$ cat src/rtl/line_point_counter_if.sv
// Host-side bundle for line_point_counter: table writes, scan control and result.
// master = host that loads the table and starts scans; slave = the counter.
interface line_point_counter_if #(
  parameter int DW = 8,
  parameter int AW = 4,
  parameter int CW = 8
);
  logic          start;
  logic          wr_en;
  logic [AW-1:0] wr_addr;
  logic [DW-1:0] wr_data;
  logic [DW-1:0] coef_a;
  logic [DW-1:0] coef_c;
  logic          busy;
  logic          done;
  logic [CW-1:0] result;
  logic          overflow;

  modport master (
    output start, wr_en, wr_addr, wr_data, coef_a, coef_c,
    input  busy, done, result, overflow
  );

  modport slave (
    input  start, wr_en, wr_addr, wr_data, coef_a, coef_c,
    output busy, done, result, overflow
  );
endinterface

$ cat src/rtl/line_point_counter.sv
// Scans a table of (x, y) word pairs and counts those on the line (A*x + y) mod 2^DW == C.
// The count is published with a done pulse once the host releases start.
module line_point_counter #(
  parameter int DW = 8,
  parameter int AW = 4,
  parameter int CW = 8
) (
  input  logic             clock,
  input  logic             reset_n,
  line_point_counter_if.slave bus
);
  localparam int            WORDS    = 1 << AW;
  localparam logic [AW-1:0] LAST_PTR = {AW{1'b1}};
  localparam logic [CW-1:0] CNT_MAX  = {CW{1'b1}};

  typedef enum logic [2:0] {IDLE, LOAD_X, LOAD_Y, CALC, ACC, HOLD} state_t;

  state_t        state_reg, state_next;
  logic [DW-1:0] a_reg, a_next;
  logic [DW-1:0] c_reg, c_next;
  logic [DW-1:0] x_reg, x_next;
  logic [DW-1:0] y_reg, y_next;
  logic [DW-1:0] acc_reg, acc_next;
  logic [CW-1:0] cnt_reg, cnt_next;
  logic [CW-1:0] result_reg, result_next;
  logic [AW-1:0] ptr_reg, ptr_next;
  logic          sat_reg, sat_next;
  logic          overflow_reg, overflow_next;
  logic          done_reg, done_next;

  logic [DW-1:0] table_reg [WORDS];
  logic [DW-1:0] rd_word;
  logic          wr_ok;

  // The table is frozen for the whole scan, including HOLD.
  assign wr_ok   = bus.wr_en && (state_reg == IDLE);
  assign rd_word = table_reg[ptr_reg];

  generate
    for (genvar gi = 0; gi < WORDS; gi++) begin : g_word
      always_ff @(posedge clock or negedge reset_n) begin
        if (!reset_n) begin
          table_reg[gi] <= '0;
        end else if (wr_ok && (bus.wr_addr == AW'(gi))) begin
          table_reg[gi] <= bus.wr_data;
        end
      end
    end
  endgenerate

  always_ff @(posedge clock or negedge reset_n) begin
    if (!reset_n) begin
      state_reg    <= IDLE;
      a_reg        <= '0;
      c_reg        <= '0;
      x_reg        <= '0;
      y_reg        <= '0;
      acc_reg      <= '0;
      cnt_reg      <= '0;
      result_reg   <= '0;
      ptr_reg      <= '0;
      sat_reg      <= 1'b0;
      overflow_reg <= 1'b0;
      done_reg     <= 1'b0;
    end else begin
      state_reg    <= state_next;
      a_reg        <= a_next;
      c_reg        <= c_next;
      x_reg        <= x_next;
      y_reg        <= y_next;
      acc_reg      <= acc_next;
      cnt_reg      <= cnt_next;
      result_reg   <= result_next;
      ptr_reg      <= ptr_next;
      sat_reg      <= sat_next;
      overflow_reg <= overflow_next;
      done_reg     <= done_next;
    end
  end

  always_comb begin
    state_next    = state_reg;
    a_next        = a_reg;
    c_next        = c_reg;
    x_next        = x_reg;
    y_next        = y_reg;
    acc_next      = acc_reg;
    cnt_next      = cnt_reg;
    result_next   = result_reg;
    ptr_next      = ptr_reg;
    sat_next      = sat_reg;
    overflow_next = overflow_reg;
    done_next     = 1'b0;

    case (state_reg)
      IDLE: begin
        if (bus.start) begin
          a_next     = bus.coef_a;
          c_next     = bus.coef_c;
          ptr_next   = '0;
          cnt_next   = '0;
          sat_next   = 1'b0;
          state_next = LOAD_X;
        end
      end
      LOAD_X: begin
        x_next     = rd_word;
        ptr_next   = ptr_reg + AW'(1);
        state_next = LOAD_Y;
      end
      LOAD_Y: begin
        y_next     = rd_word;
        acc_next   = a_reg * x_reg;
        state_next = CALC;
      end
      CALC: begin
        acc_next   = acc_reg + y_reg;
        state_next = ACC;
      end
      ACC: begin
        if (acc_reg == c_reg) begin
          if (cnt_reg == CNT_MAX) begin
            sat_next = 1'b1;
          end else begin
            cnt_next = cnt_reg + CW'(1);
          end
        end
        // ptr sits on the y word here, so the last y word ends the scan.
        if (ptr_reg == LAST_PTR) begin
          state_next = HOLD;
        end else begin
          ptr_next   = ptr_reg + AW'(1);
          state_next = LOAD_X;
        end
      end
      HOLD: begin
        if (!bus.start) begin
          result_next   = cnt_reg;
          overflow_next = sat_reg;
          done_next     = 1'b1;
          state_next    = IDLE;
        end
      end
      default: state_next = IDLE;
    endcase
  end

  assign bus.busy     = (state_reg != IDLE);
  assign bus.done     = done_reg;
  assign bus.result   = result_reg;
  assign bus.overflow = overflow_reg;
endmodule

$ cat src/flat_wrapper.sv
// flat-port wrapper written by rule: the top's interface ports become plain ports
module line_point_counter_flat 
#(
  parameter int DW = 8,
  parameter int AW = 4,
  parameter int CW = 8
)
  (clock, reset_n, bus_start, bus_wr_en, bus_wr_addr, bus_wr_data, bus_coef_a, bus_coef_c, bus_busy, bus_done, bus_result, bus_overflow);
  line_point_counter_if #(.DW(DW), .AW(AW), .CW(CW)) bus_i ();
  input  logic clock;
  input  logic reset_n;
  input wire logic [$bits(bus_i.start)-1:0] bus_start;
  input wire logic [$bits(bus_i.wr_en)-1:0] bus_wr_en;
  input wire logic [$bits(bus_i.wr_addr)-1:0] bus_wr_addr;
  input wire logic [$bits(bus_i.wr_data)-1:0] bus_wr_data;
  input wire logic [$bits(bus_i.coef_a)-1:0] bus_coef_a;
  input wire logic [$bits(bus_i.coef_c)-1:0] bus_coef_c;
  output wire logic [$bits(bus_i.busy)-1:0] bus_busy;
  output wire logic [$bits(bus_i.done)-1:0] bus_done;
  output wire logic [$bits(bus_i.result)-1:0] bus_result;
  output wire logic [$bits(bus_i.overflow)-1:0] bus_overflow;
  assign bus_i.start = bus_start;
  assign bus_i.wr_en = bus_wr_en;
  assign bus_i.wr_addr = bus_wr_addr;
  assign bus_i.wr_data = bus_wr_data;
  assign bus_i.coef_a = bus_coef_a;
  assign bus_i.coef_c = bus_coef_c;
  assign bus_busy = bus_i.busy;
  assign bus_done = bus_i.done;
  assign bus_result = bus_i.result;
  assign bus_overflow = bus_i.overflow;
  line_point_counter #(.DW(DW), .AW(AW), .CW(CW)) u_core (.clock(clock), .reset_n(reset_n), .bus(bus_i));
endmodule
$ cat config.mk
export PLATFORM = sky130hd
export DESIGN_NAME = line_point_counter_flat
export DESIGN_NICKNAME = d
export VERILOG_FILES = /design/src/rtl/line_point_counter_if.sv /design/src/rtl/line_point_counter.sv /design/src/flat_wrapper.sv
export SDC_FILE = /design/constraint.sdc
export NUM_CORES = 1
export LEC_CHECK = 0
export CAP_MARGIN = 20
export CORE_MARGIN = 10
export CORE_UTILIZATION = 59
export CTS_BUF_LIST = sky130_fd_sc_hd__clkbuf_8
export DETAILED_ROUTE_END_ITERATION = 12
export DONT_BUFFER_PORTS = 1
export PLACE_DENSITY = 0.86
export SETUP_SLACK_MARGIN = 0.2
export SLEW_MARGIN = 20
export SYNTH_ARGS = -nofsm -noshare
export SYNTH_HDL_FRONTEND = slang
export SYNTH_SLANG_ARGS = --single-unit
$ cat constraint.sdc
create_clock -name clock -period 4.37 [get_ports clock]
set_input_delay 0.874 -clock clock [delete_from_list [all_inputs] [get_ports clock]]
set_output_delay 0.874 -clock clock [all_outputs]
set_load 0.01 [all_outputs]
=== Word level (Yosys, flattened, before mapping) ===
Index checks and enable logic that the tools add are counted.

* Register bits: 194
* Output and inout bits: 11

* Add/sub/neg operators: 3
* Multiply operators: 1
* $lt $le $gt $ge: 1
* Equal/unequal tests: 29
* Mux-type cells: 21
* Bitwise operators: 2
* Reduce and logical (&&, ||, !) cells: 29

{| class="wikitable"
|+ Operators with widths
! operator !! number
|-
| 8-bit 2-to-1 mux || 5
|-
| 4-bit == test (second input constant) || 9
|-
| 8-bit binary-select mux with 4-bit select || 1
|-
| 8-bit case mux with 2 select lines || 2
|-
| 3-bit case mux with 6 select lines || 1
|-
| 1-bit logical AND || 17
|-
| 4-bit by 3-bit == test with 1-bit output (second input constant) || 4
|-
| 4-bit case mux with 3 select lines || 1
|-
| 3-bit 2-to-1 mux || 3
|-
| 8-bit by 1-bit adder with 8-bit output (second input constant) || 1
|-
| 8-bit adder || 1
|-
| 4-bit by 2-bit == test with 1-bit output (second input constant) || 2
|-
| 8-bit == test || 1
|-
| 8-bit == test (second input constant) || 1
|-
| 8-bit by 8-bit multiplier with 8-bit output || 1
|-
| 4-bit 2-to-1 mux || 2
|-
| 2-bit != test (second input constant) || 4
|-
| 4-bit AND reduction || 2
|-
| 3-bit by 2-bit == test with 1-bit output (second input constant) || 2
|-
| 3-bit == test (second input constant) || 2
|-
| 2-bit AND reduction || 3
|-
| 3-bit nonzero test || 2
|-
| 5-bit greater-or-equal comparator (second input constant) || 1
|-
| 1-bit 2-to-1 mux || 5
|-
| 11 further kinds || 13
|}

=== Depth between registers and ports, before layout ===
Gate-level depths: netlist of run 1.

* Depth in word-level cells: 4
* Mapped depth: 15

=== Least setup slack after synthesis of run 1 ===
Ideal clock, no wire load.

* Kind: reg-to-reg
* From: register u_core.a_reg[1]
* To: register u_core.acc_reg[7]
* Library setup time: 0.126 ns
* Arrival: 3.590 ns
* Data required time: 4.244 ns
* Setup slack: 0.654 ns
* Cell stages (with the launch flop): 14
* Buffers on the path: 0
* Cell sequence: dfrtp_1 > nand2_1 > fa_1 > fa_1 > inv_1 > fa_1 > inv_1 > fa_1 > inv_1 > ha_1 > a21oi_1 > xnor2_1 > xnor2_1 > a221o_1

* Word-level cells in the longest chain between the ends: 2

{| class="wikitable"
|+ Ends and longest elaborated chain
! what !! RTL line !! RTL
|-
| from (decl) || line_point_counter.sv:19 || <nowiki>logic [DW-1:0] a_reg, a_next;</nowiki>
|-
| from (signal assigned) || line_point_counter.sv:67 || <nowiki>a_reg <= a_next;</nowiki>
|-
| 8-bit by 8-bit multiplier with 8-bit output || line_point_counter.sv:113 || <nowiki>acc_next = a_reg * x_reg;</nowiki>
|-
| 8-bit case mux with 2 select lines || line_point_counter.sv:95 || <nowiki>case (state_reg)</nowiki>
|-
| to (signal assigned) || line_point_counter.sv:71 || <nowiki>acc_reg <= acc_next;</nowiki>
|-
| to (decl) || line_point_counter.sv:23 || <nowiki>logic [DW-1:0] acc_reg, acc_next;</nowiki>
|}

No other way between the ends.
A chain may end at the register's enable or synchronous reset.

=== Worst setup path in the final report of run 1 ===
* From: register u_core.a_reg[2]
* To: register u_core.acc_reg[7]

The elaborated chain is that of the path after synthesis.

==> implementation parameters, run 1 <==
Parameter                              Value

STA
  Number of pins with negative max-slew slack in the final report ... 0
  Peak clock frequency supported by timing ... 0.253 GHz
  Time the worst path needs with I/O delays and setup ... 3.95 ns
  Slew at the pin with the worst max-slew slack ... 0.991 ns
  Final count of negative-setup-slack endpoints ... 0
  Slew margin rel. ... 34.0%
  RSZ-0062 raised after global routing ... false
  Tcrit/Tclk final ... 90.4%
  Post-route setup TNS ... 0 ns
  Post-Route Skew ... 0.00806 ns
  Final hold violation count ... 0
  Final-layout worst hold slack ... 0.0928 ns

Final layout
  Most frequent cells in the layout ... sky130_fd_sc_hd__dfrtp_1 (193), sky130_fd_sc_hd__mux2_2 (170), sky130_fd_sc_hd__nand2_1 (50)
  Final net count ... 784
  Core Util, Final ... 63.6%
  Layout filler cell count ... 1155
  Number of flip-flops in the largest register ... 128
  Number of diodes ... 0
  Fraction of final layout cells sized beyond drive strength 1 ... 32.3%
  Most common cell after layout, fill and taps aside ... sky130_fd_sc_hd__dfrtp_1
  Area delta synth->final ... 5.92%

GRT
  Global-route congestion overflow total ... 0
  Initial antenna violation count ... 0
  Global-route wire length before repair ... 32600 um
  Number of global-route vias before repair ... 6108
  Largest net degree at the start of global routing ... 195
  Global-route usage over all layers ... 18.5%

Worst setup path
  Maximum net fanout on the critical path ... 7
  Cells along the critical path ... nand2_1 -> fa_1 -> fa_1 -> inv_1 -> fa_1 -> inv_1 -> fa_1 -> inv_1 -> ha_1 -> a21oi_1 -> xnor2_1 -> xnor2_1 -> a221o_1
  Delay of the slowest critical-path stage ... 0.56 ns
  Kind of critical path ... flop to flop
  Startpoint kind of the worst setup timing path ... flop
  Crit-path most repeated cell ... sky130_fd_sc_hd__fa_1
  Cell with the biggest individual delay on the critical path ... sky130_fd_sc_hd__fa_1
  Data arrival at the endpoint of the critical path ... 4.31 ns
  Endpoint type of the worst setup path ... flop
  WP data required ... 4.73 ns

Power
  Final Total Pwr ... 7290 uW
  Static leakage ... 0.00491 uW
  Ratio of total power to cell area ... 691 mW/mm2
  Largest vdd supply drop ... 408 uV

Yosys
  Post-synthesis cell type count ... 48
  Yosys warns ... 0
  Synth Flop Type ... sky130_fd_sc_hd__dfrtp_1
  Number of cells produced by synthesis ... 724
  Post-synthesis net count ... 794
  Register bit count reported by yosys ... 194
  Sequential area share after synthesis ... 48.7%
  Post-synth top area cell ... sky130_fd_sc_hd__dfrtp_1
  Post-synth ARST share ... 100%
  Cell types with the largest area share after synthesis ... sky130_fd_sc_hd__dfrtp_1 (49%), sky130_fd_sc_hd__mux2_2 (19%), sky130_fd_sc_hd__mux4_1 (4.7%), sky130_fd_sc_hd__mux4_2 (4.7%), sky130_fd_sc_hd__ha_1 (3.1%)
  Number of enable flip-flop cells after synthesis ... 0
  Area fraction of the dominant cell type after synthesis ... 48.7%
  Syn_area_per_cell ... 13.8 um2
  Total standard cell area after synthesis ... 0.00996 mm2

Outcome
  Status ... finished clean

Floorplanning
  Number of primary I/O pins ... 43
  Die X-Extent ... 150 um
  Std-Cell Rows ... 47
  Die height ... 150 um
  Full die area ... 0.0225 mm2
  Initial Utilization ... 60.1%
  Core Region ... 0.0166 mm2

Clocking
  Clock-pin slew of the registers on the worst-case setup and hold paths ... 0.09 ns
  # Post-CTS Setup Buffers ... 0
  Buffer levels on the longest clock path ... 2
  Sinks on the clock net ... 194
  TritonCTS clock tree ... yes
  Clock buffer count from CTS ... 17
  Cts repair resizes ... 0
  Clock insertion delay at the later pin of the skew report ... 0.47 ns
  Maximum level of the CTS H-tree ... 4
  Clock root buffer master ... sky130_fd_sc_hd__clkbuf_8
  # hold bufs at CTS ... 0

Place
  Total half-perimeter wirelength after legalization and detailed placement ... 14200 um
  Final weighted congestion in routability-driven placement ... 0.891
  PortBufs ... 0

Job
  Max-cap violation count ... 0

Route
  Routed via count ... 5711
  Pre-Repair DR Iteration Count ... 5
  Antenna Nets Post-Route ... 0
  Final routed wire length divided by cell count ... 21.1 um
  Drc violations ... 0
  Per-cell via count in the routed design ... 6.03
  DRC marker count from the first detailed-route iteration ... 416
  Total routed wirelength ... 20000 um

Hold path
  Kind of path behind the tightest hold check ... primary input to asynchronous set/reset pin
## power breakdown
| group | internal, uW | switching [uW] | total (uW) | leakage [uW] |
|---|---|---|---|---|
| Clock | 700 | 667 | 1370 | 0.000241 |
| Sequential | 2590 | 713 | 3300 | 0.00254 |
| Combinational | 1570 | 1050 | 2620 | 0.00213 |
| Total | 4860 | 2430 | 7290 | 0.00491 |
## final timing paths
kind | slack, ns | to | start | depth (start not counted)
min | 0.09 | u_core.a_reg[2] | reset_n | 0
max in group asynchronous | 3.93 | u_core.ptr_reg[0] | reset_n | 0
max reg2reg | 0.42 | u_core.acc_reg[7] | u_core.a_reg[2] | 13
min in group clock | 0.50 | u_core.sat_reg | u_core.sat_reg | 2
min reg2reg | 0.50 | u_core.sat_reg | u_core.sat_reg | 2
max | 0.42 | u_core.acc_reg[7] | u_core.a_reg[2] | 13
## logic make-up (layout without fill, tap and decap cells)
family          Yosys count  in the layout  share of synthesized area (%)
mux                     215            215                           29.5
flops                   194            194                           48.7
simple gates            143            143                           7.46
buf+inv                  64             67                           3.29
xor+xnor                 39             39                           3.43
fa+ha+maj                38             38                           5.75
compound gates           31             31                           1.87
## synthesized netlist by cell type (2+ instances only)
cell,instances
sky130_fd_sc_hd__o21ai_0,12
sky130_fd_sc_hd__nand2b_1,4
sky130_fd_sc_hd__nor2b_1,7
sky130_fd_sc_hd__inv_1,34
sky130_fd_sc_hd__ha_1,25
sky130_fd_sc_hd__fa_1,13
sky130_fd_sc_hd__nor2_1,27
sky130_fd_sc_hd__nand2_1,50
sky130_fd_sc_hd__buf_2,6
sky130_fd_sc_hd__clkbuf_1,13
sky130_fd_sc_hd__buf_6,6
sky130_fd_sc_hd__a221o_1,2
sky130_fd_sc_hd__nand3_1,10
sky130_fd_sc_hd__a21o_1,2
sky130_fd_sc_hd__nor3_1,4
sky130_fd_sc_hd__a21oi_1,10
sky130_fd_sc_hd__and4_1,2
sky130_fd_sc_hd__dfrtp_1,194
sky130_fd_sc_hd__and2_1,19
sky130_fd_sc_hd__mux2_2,170
sky130_fd_sc_hd__xnor2_1,25
sky130_fd_sc_hd__nand4_1,4
sky130_fd_sc_hd__mux2i_1,5
sky130_fd_sc_hd__mux4_2,21
sky130_fd_sc_hd__nor3b_1,2
sky130_fd_sc_hd__xor2_1,14
sky130_fd_sc_hd__nor3_2,2
sky130_fd_sc_hd__mux4_1,18
sky130_fd_sc_hd__or3_1,3
sky130_fd_sc_hd__nand3b_1,2
## area by class of cell
type	count	area [um2]	area share [%]
clock inverter	15	244	2.31
multi-input combinational	466	4800	45.5
sequential	194	4860	46.0
tap	220	275	2.61
timing repair buffer	1	7.51	0.0711
inverter	34	128	1.21
clock buffer	17	234	2.22
## worst max-delay path: cells and delay by family, from the launching register on
kind | cells | cell delay, ns
xor gates and xnor gates | 2 | 0.24
adders and majority gates | 5 | 2.33
buffers and inverters | 3 | 0.15
DFF | 1 | 0.47
and+or+nand+nor | 1 | 0.15
AOI/OAI and AO/OA | 2 | 0.51
## per-layer routing
metal,global-route usage [%],routed length (um),part of all wire (%),vias to the layer above
met3,3.86,809,4.0,35
met5,0,0,0,-
met2,32.0,10400,52,136
li1,-,-,-,2561
met4,5.88,349,1.7,0
met1,22.8,8490,42,2979
## stage by stage
step,setup slack [ns],instance area [um2],instances
3_3_place_gp,0.556,10100,915
5_1_grt,0.219,10600,947
2_1_floorplan,0.654,9960,724
3_5_place_dp,0.452,10100,915
6_report,0.418,10600,947
4_1_cts,0.407,10500,947
No activity file was read; power rests on OpenSTA's default activity.
==> run 2: changes to the inputs <==
Settings changed: CORE_MARGIN 10 to unset.
==> run 2 against run 1 <==
Net effect:
- critical path depth stayed put
- clock power fell by 15%
- final area decreased by 0.60%
- sequential power decreased by 2%
- fmax grew 1.6%
- worst setup slack improved by 0.063 ns
- die area is 23% lower
- largest cell class unchanged
==> implementation parameters, run 2 (synthesis gave the netlist of run 1 again) <==
Parameter                              Value

Route
  Drc violations ... 0 (unchanged)
  Antenna Nets Post-Route ... 0 (unchanged)
  Routed via count ... 5605 (-1.9%)
  DR top layer ... met4
  Routed length on met2 ... 9650 um (-6.9%)
  Total routed wirelength ... 18900 um (-5.3%)
  Met3 wire length ... 686 um (-15%)
  Pre-Repair DR Iteration Count ... 6 (+1)
  Final routed wire length divided by cell count ... 20.0 um (-5.5%)
  Routed met1 length ... 8260 um (-2.7%)
  DRC marker count from the first detailed-route iteration ... 422 (+1.4%)
  Per-cell via count in the routed design ... 5.91 (-2.1%)

Clocking
  TritonCTS clock tree ... yes
  Maximum level of the CTS H-tree ... 4 (unchanged)
  # Post-CTS Setup Buffers ... 0 (unchanged)
  Buffer levels on the longest clock path ... 2 (unchanged)
  Clock-pin slew of the registers on the worst-case setup and hold paths ... 0.10 ns (about the same)
  Clock root buffer master ... sky130_fd_sc_hd__clkbuf_8
  Sinks on the clock net ... 194 (unchanged)
  Clock buffer count from CTS ... 17 (unchanged)
  Clock insertion delay at the later pin of the skew report ... 0.46 ns (about the same)

GRT
  Global-route congestion overflow total ... 0 (unchanged)
  Global-route wire length before repair ... 32200 um (-1.1%)
  Global-route usage over all layers ... 24.0% (+5.5 points)
  Initial antenna violation count ... 0 (unchanged)
  Largest net degree at the start of global routing ... 195 (unchanged)
  Number of global-route vias before repair ... 6273 (+2.7%)

Floorplanning
  Initial Utilization ... 60.3% (+0.21 points)
  Die X-Extent ... 132 um (-12%)
  Die height ... 132 um (-12%)
  Number of primary I/O pins ... 43 (unchanged)
  Std-Cell Rows ... 47 (unchanged)
  Full die area ... 0.0174 mm2 (-23%)
  Core Region ... 0.0165 mm2 (-0.35%)

Power
  Final Total Pwr ... 7040 uW (-3.3%)
  Ratio of total power to cell area ... 672 mW/mm2 (-2.7%)
  Part of the power in the clock network ... 16.5% (-2.3 points)
  Net switching component of the power ... 2400 uW (-1.2%)
  Logic gate share of total power ... 37.8% (+1.9 points)
  Design internal power ... 4650 uW (-4.4%)
  Static leakage ... 0.00486 uW (-0.96%)
  Largest vdd supply drop ... 473 uV (+16%)
  Sw Share ... 34.0% (+0.74 points)
  Sequential group share of total power ... 45.8% (+0.5 points)

Final layout
  Number of cells in the finished layout apart from fillers ... 949 (+0.21%)
  Fraction of final layout cells sized beyond drive strength 1 ... 32.5% (+0.19 points)
  Most common cell after layout, fill and taps aside ... sky130_fd_sc_hd__dfrtp_1
  Number of flip-flops in the largest register ... 128 (unchanged)
  Area delta synth->final ... 5.28%
  Combined area of the multi-input logic cells ... 0.00480 mm2 (about the same)
  Most frequent cells in the layout ... sky130_fd_sc_hd__dfrtp_1 (192), sky130_fd_sc_hd__mux2_2 (170), sky130_fd_sc_hd__nand2_1 (50)
  Final standard cell area without fillers ... 0.0105 mm2 (-0.60%)
  Register Area ... 0.00486 mm2 (about the same)
  Number of diodes ... 0 (unchanged)
  Final net count ... 786 (+0.26%)
  Layout filler cell count ... 1161 (+0.52%)

Job
  Max-cap violation count ... 0 (unchanged)

STA
  Final hold violation count ... 0 (unchanged)
  Tcrit/Tclk final ... 89.0% (-1.4 points)
  Time the worst path needs with I/O delays and setup ... 3.89 ns (-0.0626 ns)
  Slew margin rel. ... 39.4% (+5.4 points)
  Final count of negative-setup-slack endpoints ... 0 (unchanged)
  Peak clock frequency supported by timing ... 0.257 GHz (+1.6%)
  Post-Route Skew ... 0.0114 ns (+0.00333 ns)
  Number of pins with negative max-slew slack in the final report ... 0 (unchanged)
  Slew at the pin with the worst max-slew slack ... 0.908 ns (-0.0828 ns)
  Post-route setup TNS ... 0 ns (unchanged)
  RSZ-0062 raised after global routing ... false

Place
  Total half-perimeter wirelength after legalization and detailed placement ... 13500 um (-5.3%)
  Total placed cells including tap cells ... 917 (+0.22%)
  Placed instance area ... 0.0101 mm2 (+0.15%)
  PortBufs ... 0 (unchanged)
  Final weighted congestion in routability-driven placement ... 0.841 (-5.6%)

Hold path
  Kind of path behind the tightest hold check ... primary input to asynchronous set/reset pin

Worst setup path
  Endpoint type of the worst setup path ... flop
  Data arrival at the endpoint of the critical path ... 4.25 ns (-0.06 ns)
  Maximum net fanout on the critical path ... 7 (unchanged)
  Startpoint of the worst register-to-register path ... u_core.a_reg[2]
  Kind of critical path ... flop to flop
  WP data required ... 4.73 ns (about the same)
  Startpoint kind of the worst setup timing path ... flop
  Source of the critical timing path ... u_core.a_reg[2]

Outcome
  Status ... finished clean
run 2: cell count changes in the layout (fill, tap and decap cells not counted), sizes merged:
cell | before | now
clkinv | 3 | 4
buf | 1 | 3
clkbuf | 17 | 18
clkinvlp | 0 | 5
bufinv | 5 | 1
inv | 41 | 38
run 2: area by class of cell:
| cell class | count | area share (%) |
|---|---|---|
| flip-flops and latches | 194 | 46.3 |
| multi-input cells | 466 | 45.8 |
| well taps | 220 | 2.62 |
| clock buffers | 18 | 2.36 |
| clock inverters | 14 | 1.44 |
| inverters | 34 | 1.22 |
| repair buffers | 3 | 0.215 |
run 2: path summary, 6_finish.rpt:
| kind | endpoint | slack, ns | cells after the start |
|---|---|---|---|
| max in group asynchronous | u_core.a_reg[1] | 3.96 | 0 |
| max | u_core.acc_reg[7] | 0.48 | 13 |
| min | u_core.a_reg[3] | 0.10 | 0 |
| min reg2reg | u_core.table_reg[48] | 0.50 | 1 |
| max reg2reg | u_core.acc_reg[7] | 0.48 | 13 |
| min in group clock | u_core.table_reg[48] | 0.50 | 1 |
run 2: power by group through the flow:
stage	registers, uW	clock network [uW]	logic [uW]
after floorplan	2940	0	2390
after global placement	3170	0	2530
after detailed placement	3260	0	2660
after CTS	3220	1180	2670
after global routing	3340	1250	2950
final	3220	1160	2660
run 2: routing by layer:
metal  vias up  GRT usage [%]
li1       2564              -
met2       112           40.6
met5         -              0
met4         0           7.49
met1      2900           30.6
met3        29           5.84
run 2: per-stage QoR:
| stage | setup slack [ns] | utilization (%) | hold WS (ns) |
|---|---|---|---|
| 2_1_floorplan | 0.654 | - | 0.457 |
| 3_3_place_gp | 0.542 | 60.9 | 0.478 |
| 3_5_place_dp | 0.434 | 60.9 | 0.486 |
| 4_1_cts | 0.424 | 63.3 | 0.0786 |
| 5_1_grt | 0.209 | 63.5 | 0.0626 |
| 6_report | 0.481 | 63.5 | 0.101 |
run 2: repair_timing:
action,in CTS,in global routing
setup endpoints to repair,0,1
hold buffers,0,0
resized for setup,0,1
run 2: critical path: stages, from the launching register on:
cell and delay, ns:
sky130_fd_sc_hd__dfrtp_1 0.46, sky130_fd_sc_hd__nand2_1 0.12, sky130_fd_sc_hd__fa_1 0.43, sky130_fd_sc_hd__fa_1 0.55
sky130_fd_sc_hd__inv_1 0.05, sky130_fd_sc_hd__fa_1 0.48, sky130_fd_sc_hd__inv_1 0.06, sky130_fd_sc_hd__fa_1 0.53
sky130_fd_sc_hd__inv_1 0.04, sky130_fd_sc_hd__ha_1 0.31, sky130_fd_sc_hd__a21oi_1 0.17, sky130_fd_sc_hd__xnor2_1 0.16
sky130_fd_sc_hd__xnor2_1 0.10, sky130_fd_sc_hd__a221o_1 0.34
==> run 3: changes to the inputs <==
Settings changed: CORE_MARGIN set to 1, MAX_ROUTING_LAYER set to met4.
==> run 3 against run 2 <==
Net effect:
- worst setup slack lost 0.0019 ns
- core utilization about the same
- sequential power about the same
- cell count did not move
- non-clock buffer count is the same
- combinational power barely moved
- largest cell class unchanged
- largest power group unchanged
==> implementation parameters, run 3 (synthesis gave the netlist of run 1 again) <==
Parameter                              Value

Outcome
  Status ... finished clean

Final layout
  Fraction of final layout cells sized beyond drive strength 1 ... 32.5% (unchanged)
  Core Util, Final ... 63.5% (about the same)
  Most common cell after layout, fill and taps aside ... sky130_fd_sc_hd__dfrtp_1
  Most frequent cells in the layout ... sky130_fd_sc_hd__dfrtp_1 (192), sky130_fd_sc_hd__mux2_2 (170), sky130_fd_sc_hd__nand2_1 (50)
  Number of diodes ... 0 (unchanged)
  Area delta synth->final ... 5.34% (about the same)
  Final net count ... 786 (unchanged)
  Number of cells in the finished layout apart from fillers ... 949 (unchanged)
  Number of flip-flops in the largest register ... 128 (unchanged)

Worst setup path
  Worst reg2reg endpoint ... u_core.acc_reg[7]
  Endpoint type of the worst setup path ... flop
  Data arrival at the endpoint of the critical path ... 4.25 ns (about the same)
  Startpoint kind of the worst setup timing path ... flop
  Cells along the critical path ... nand2_1 -> fa_1 -> fa_1 -> inv_1 -> fa_1 -> inv_1 -> fa_1 -> inv_1 -> ha_1 -> a21oi_1 -> xnor2_1 -> xnor2_1 -> a221o_1
  Number of cells traversed by the worst register-to-register path ... 13 (unchanged)
  Worst R2R Setup Slack ... 0.48 ns (about the same)
  Maximum net fanout on the critical path ... 7 (unchanged)
  Buf/Inv on CP ... 3 (unchanged)
  Cell with the biggest individual delay on the critical path ... sky130_fd_sc_hd__fa_1
  Crit-path most repeated cell ... sky130_fd_sc_hd__fa_1
  Kind of critical path ... flop to flop
  Worst path top cell family by delay ... adder cells
  WP data required ... 4.73 ns (about the same)
  Startpoint of the worst register-to-register path ... u_core.a_reg[2]
  Delay of the slowest critical-path stage ... 0.54 ns (about the same)

Clocking
  Clock-pin slew of the registers on the worst-case setup and hold paths ... 0.09 ns (about the same)
  TritonCTS clock tree ... yes
  Sinks on the clock net ... 194 (unchanged)
  Clock root buffer master ... sky130_fd_sc_hd__clkbuf_8
  Clock insertion delay at the later pin of the skew report ... 0.48 ns (+0.02 ns)
  Buffer levels on the longest clock path ... 2 (unchanged)
  Maximum level of the CTS H-tree ... 4 (unchanged)
  Clock buffer count from CTS ... 17 (unchanged)

STA
  Time the worst path needs with I/O delays and setup ... 3.89 ns (+0.00190 ns)
  Slew at the pin with the worst max-slew slack ... 0.996 ns (+0.0884 ns)
  Number of pins with negative max-slew slack in the final report ... 0 (unchanged)
  Final count of negative-setup-slack endpoints ... 0 (unchanged)
  Slew margin rel. ... 33.5% (-5.9 points)
  Peak clock frequency supported by timing ... 0.257 GHz (about the same)
  RSZ-0062 raised after global routing ... false
  Post-Route Skew ... 0.0134 ns (+0.00199 ns)
  Tcrit/Tclk final ... 89.0% (about the same)
  Final-layout worst hold slack ... 0.0830 ns (-0.0176 ns)
  Final hold violation count ... 0 (unchanged)
  Post-route setup TNS ... 0 ns (unchanged)

GRT
  Global-route wire length before repair ... 31200 um (-3.1%)
  Number of global-route vias before repair ... 5963 (-4.9%)
  Global-route congestion overflow total ... 0 (unchanged)
  Initial antenna violation count ... 0 (unchanged)
  Global-route usage over all layers ... 24.1% (+0.16 points)
  Largest net degree at the start of global routing ... 195 (unchanged)

Place
  Total half-perimeter wirelength after legalization and detailed placement ... 13400 um (-0.15%)
  Total placed cells including tap cells ... 917 (unchanged)
  PortBufs ... 0 (unchanged)
  Final weighted congestion in routability-driven placement ... 0.856 (+1.9%)

Hold path
  Kind of path behind the tightest hold check ... primary input to asynchronous set/reset pin

Route
  Drc violations ... 0 (unchanged)
  Routed via count ... 5627 (+0.39%)
  Total routed wirelength ... 18900 um (-0.13%)
  DRC marker count from the first detailed-route iteration ... 398 (-5.7%)
  Per-cell via count in the routed design ... 5.93 (+0.39%)
  Final routed wire length divided by cell count ... 19.9 um (-0.13%)
  Pre-Repair DR Iteration Count ... 6 (unchanged)
  Antenna Nets Post-Route ... 0 (unchanged)

Power
  Final Total Pwr ... 7080 uW (+0.49%)
  Largest vdd supply drop ... 398 uV (-16%)
  Static leakage ... 0.00487 uW (+0.16%)
  Ratio of total power to cell area ... 675 mW/mm2 (+0.43%)

Floorplanning
  Die X-Extent ... 132 um (unchanged)
  Die height ... 132 um (unchanged)
  Initial Utilization ... 60.3% (unchanged)
  Core Region ... 0.0165 mm2 (unchanged)
  Std-Cell Rows ... 47 (unchanged)
  Full die area ... 0.0174 mm2 (unchanged)
  Number of primary I/O pins ... 43 (unchanged)

Job
  Max-cap violation count ... 0 (unchanged)
==> run 3: cell types whose count changed in the layout (fill, tap and decap cells not counted) <==
cell,change
sky130_fd_sc_hd__inv_8,+4
sky130_fd_sc_hd__clkbuf_8,-1
sky130_fd_sc_hd__inv_6,-2
sky130_fd_sc_hd__clkinvlp_4,-1
==> run 3: final cells by class <==
class                   instances  area, um2
fillers                      1163       6030
flip-flops and latches        194       4860
multi-input cells             466       4800
well taps                     220        275
clock buffers                  17        234
clock inverters                15        171
inverters                      34        128
repair buffers                  3       22.5
==> run 3: how the worst max path moves through the flow <==
stage               cells after the start  slack (ns)                 to       startpoint
floorplan                              13        0.65  u_core.acc_reg[7]  u_core.a_reg[1]
finish                                 13        0.48  u_core.acc_reg[7]  u_core.a_reg[2]
global placement                       13        0.53  u_core.acc_reg[7]  u_core.a_reg[1]
CTS                                    13        0.43  u_core.acc_reg[7]  u_core.a_reg[1]
global route                           13        0.24  u_core.acc_reg[7]  u_core.x_reg[2]
detailed placement                     13        0.43  u_core.acc_reg[7]  u_core.a_reg[1]
==> run 3: where the power goes <==
| part | switching, uW | total (uW) | internal [uW] |
|---|---|---|---|
| sequential | 657 | 3250 | 2590 |
| combinational | 1070 | 2650 | 1580 |
| clock | 706 | 1180 | 479 |
| total | 2430 | 7080 | 4640 |
==> run 3: worst reg2reg max path, cell delays in order (launching register included) <==
cell and delay (ns):
sky130_fd_sc_hd__dfrtp_1 0.46, sky130_fd_sc_hd__nand2_1 0.10, sky130_fd_sc_hd__fa_1 0.42, sky130_fd_sc_hd__fa_1 0.54, sky130_fd_sc_hd__inv_1 0.05, sky130_fd_sc_hd__fa_1 0.49
sky130_fd_sc_hd__inv_1 0.06, sky130_fd_sc_hd__fa_1 0.52, sky130_fd_sc_hd__inv_1 0.04, sky130_fd_sc_hd__ha_1 0.31, sky130_fd_sc_hd__a21oi_1 0.17, sky130_fd_sc_hd__xnor2_1 0.15
sky130_fd_sc_hd__xnor2_1 0.10, sky130_fd_sc_hd__a221o_1 0.35
==> run 3: per-stage QoR <==
stage / instance area (um2) / worst slack, ns
finish: 10500 / 0.479
global route: 10500 / 0.235
CTS: 10500 / 0.434
detailed placement: 10100 / 0.433
global placement: 10100 / 0.527
floorplan: 9960 / 0.654
==> run 3: per-layer routing <==
metal / global-route usage (%) / vias up / routed length, um
li1: - / 2562 / -
met1: 30.6 / 2944 / 8160
met2: 39.3 / 96 / 9760
met3: 4.84 / 25 / 660
met4: 7.49 / 0 / 327
met5: - / - / 0
==> run 3: repair_timing <==
action / CTS / global route
endpoints found under the setup margin: 0 / 1
resized for setup: 0 / 1
buffers inserted: 0 / 0
hold buffers: 0 / 0
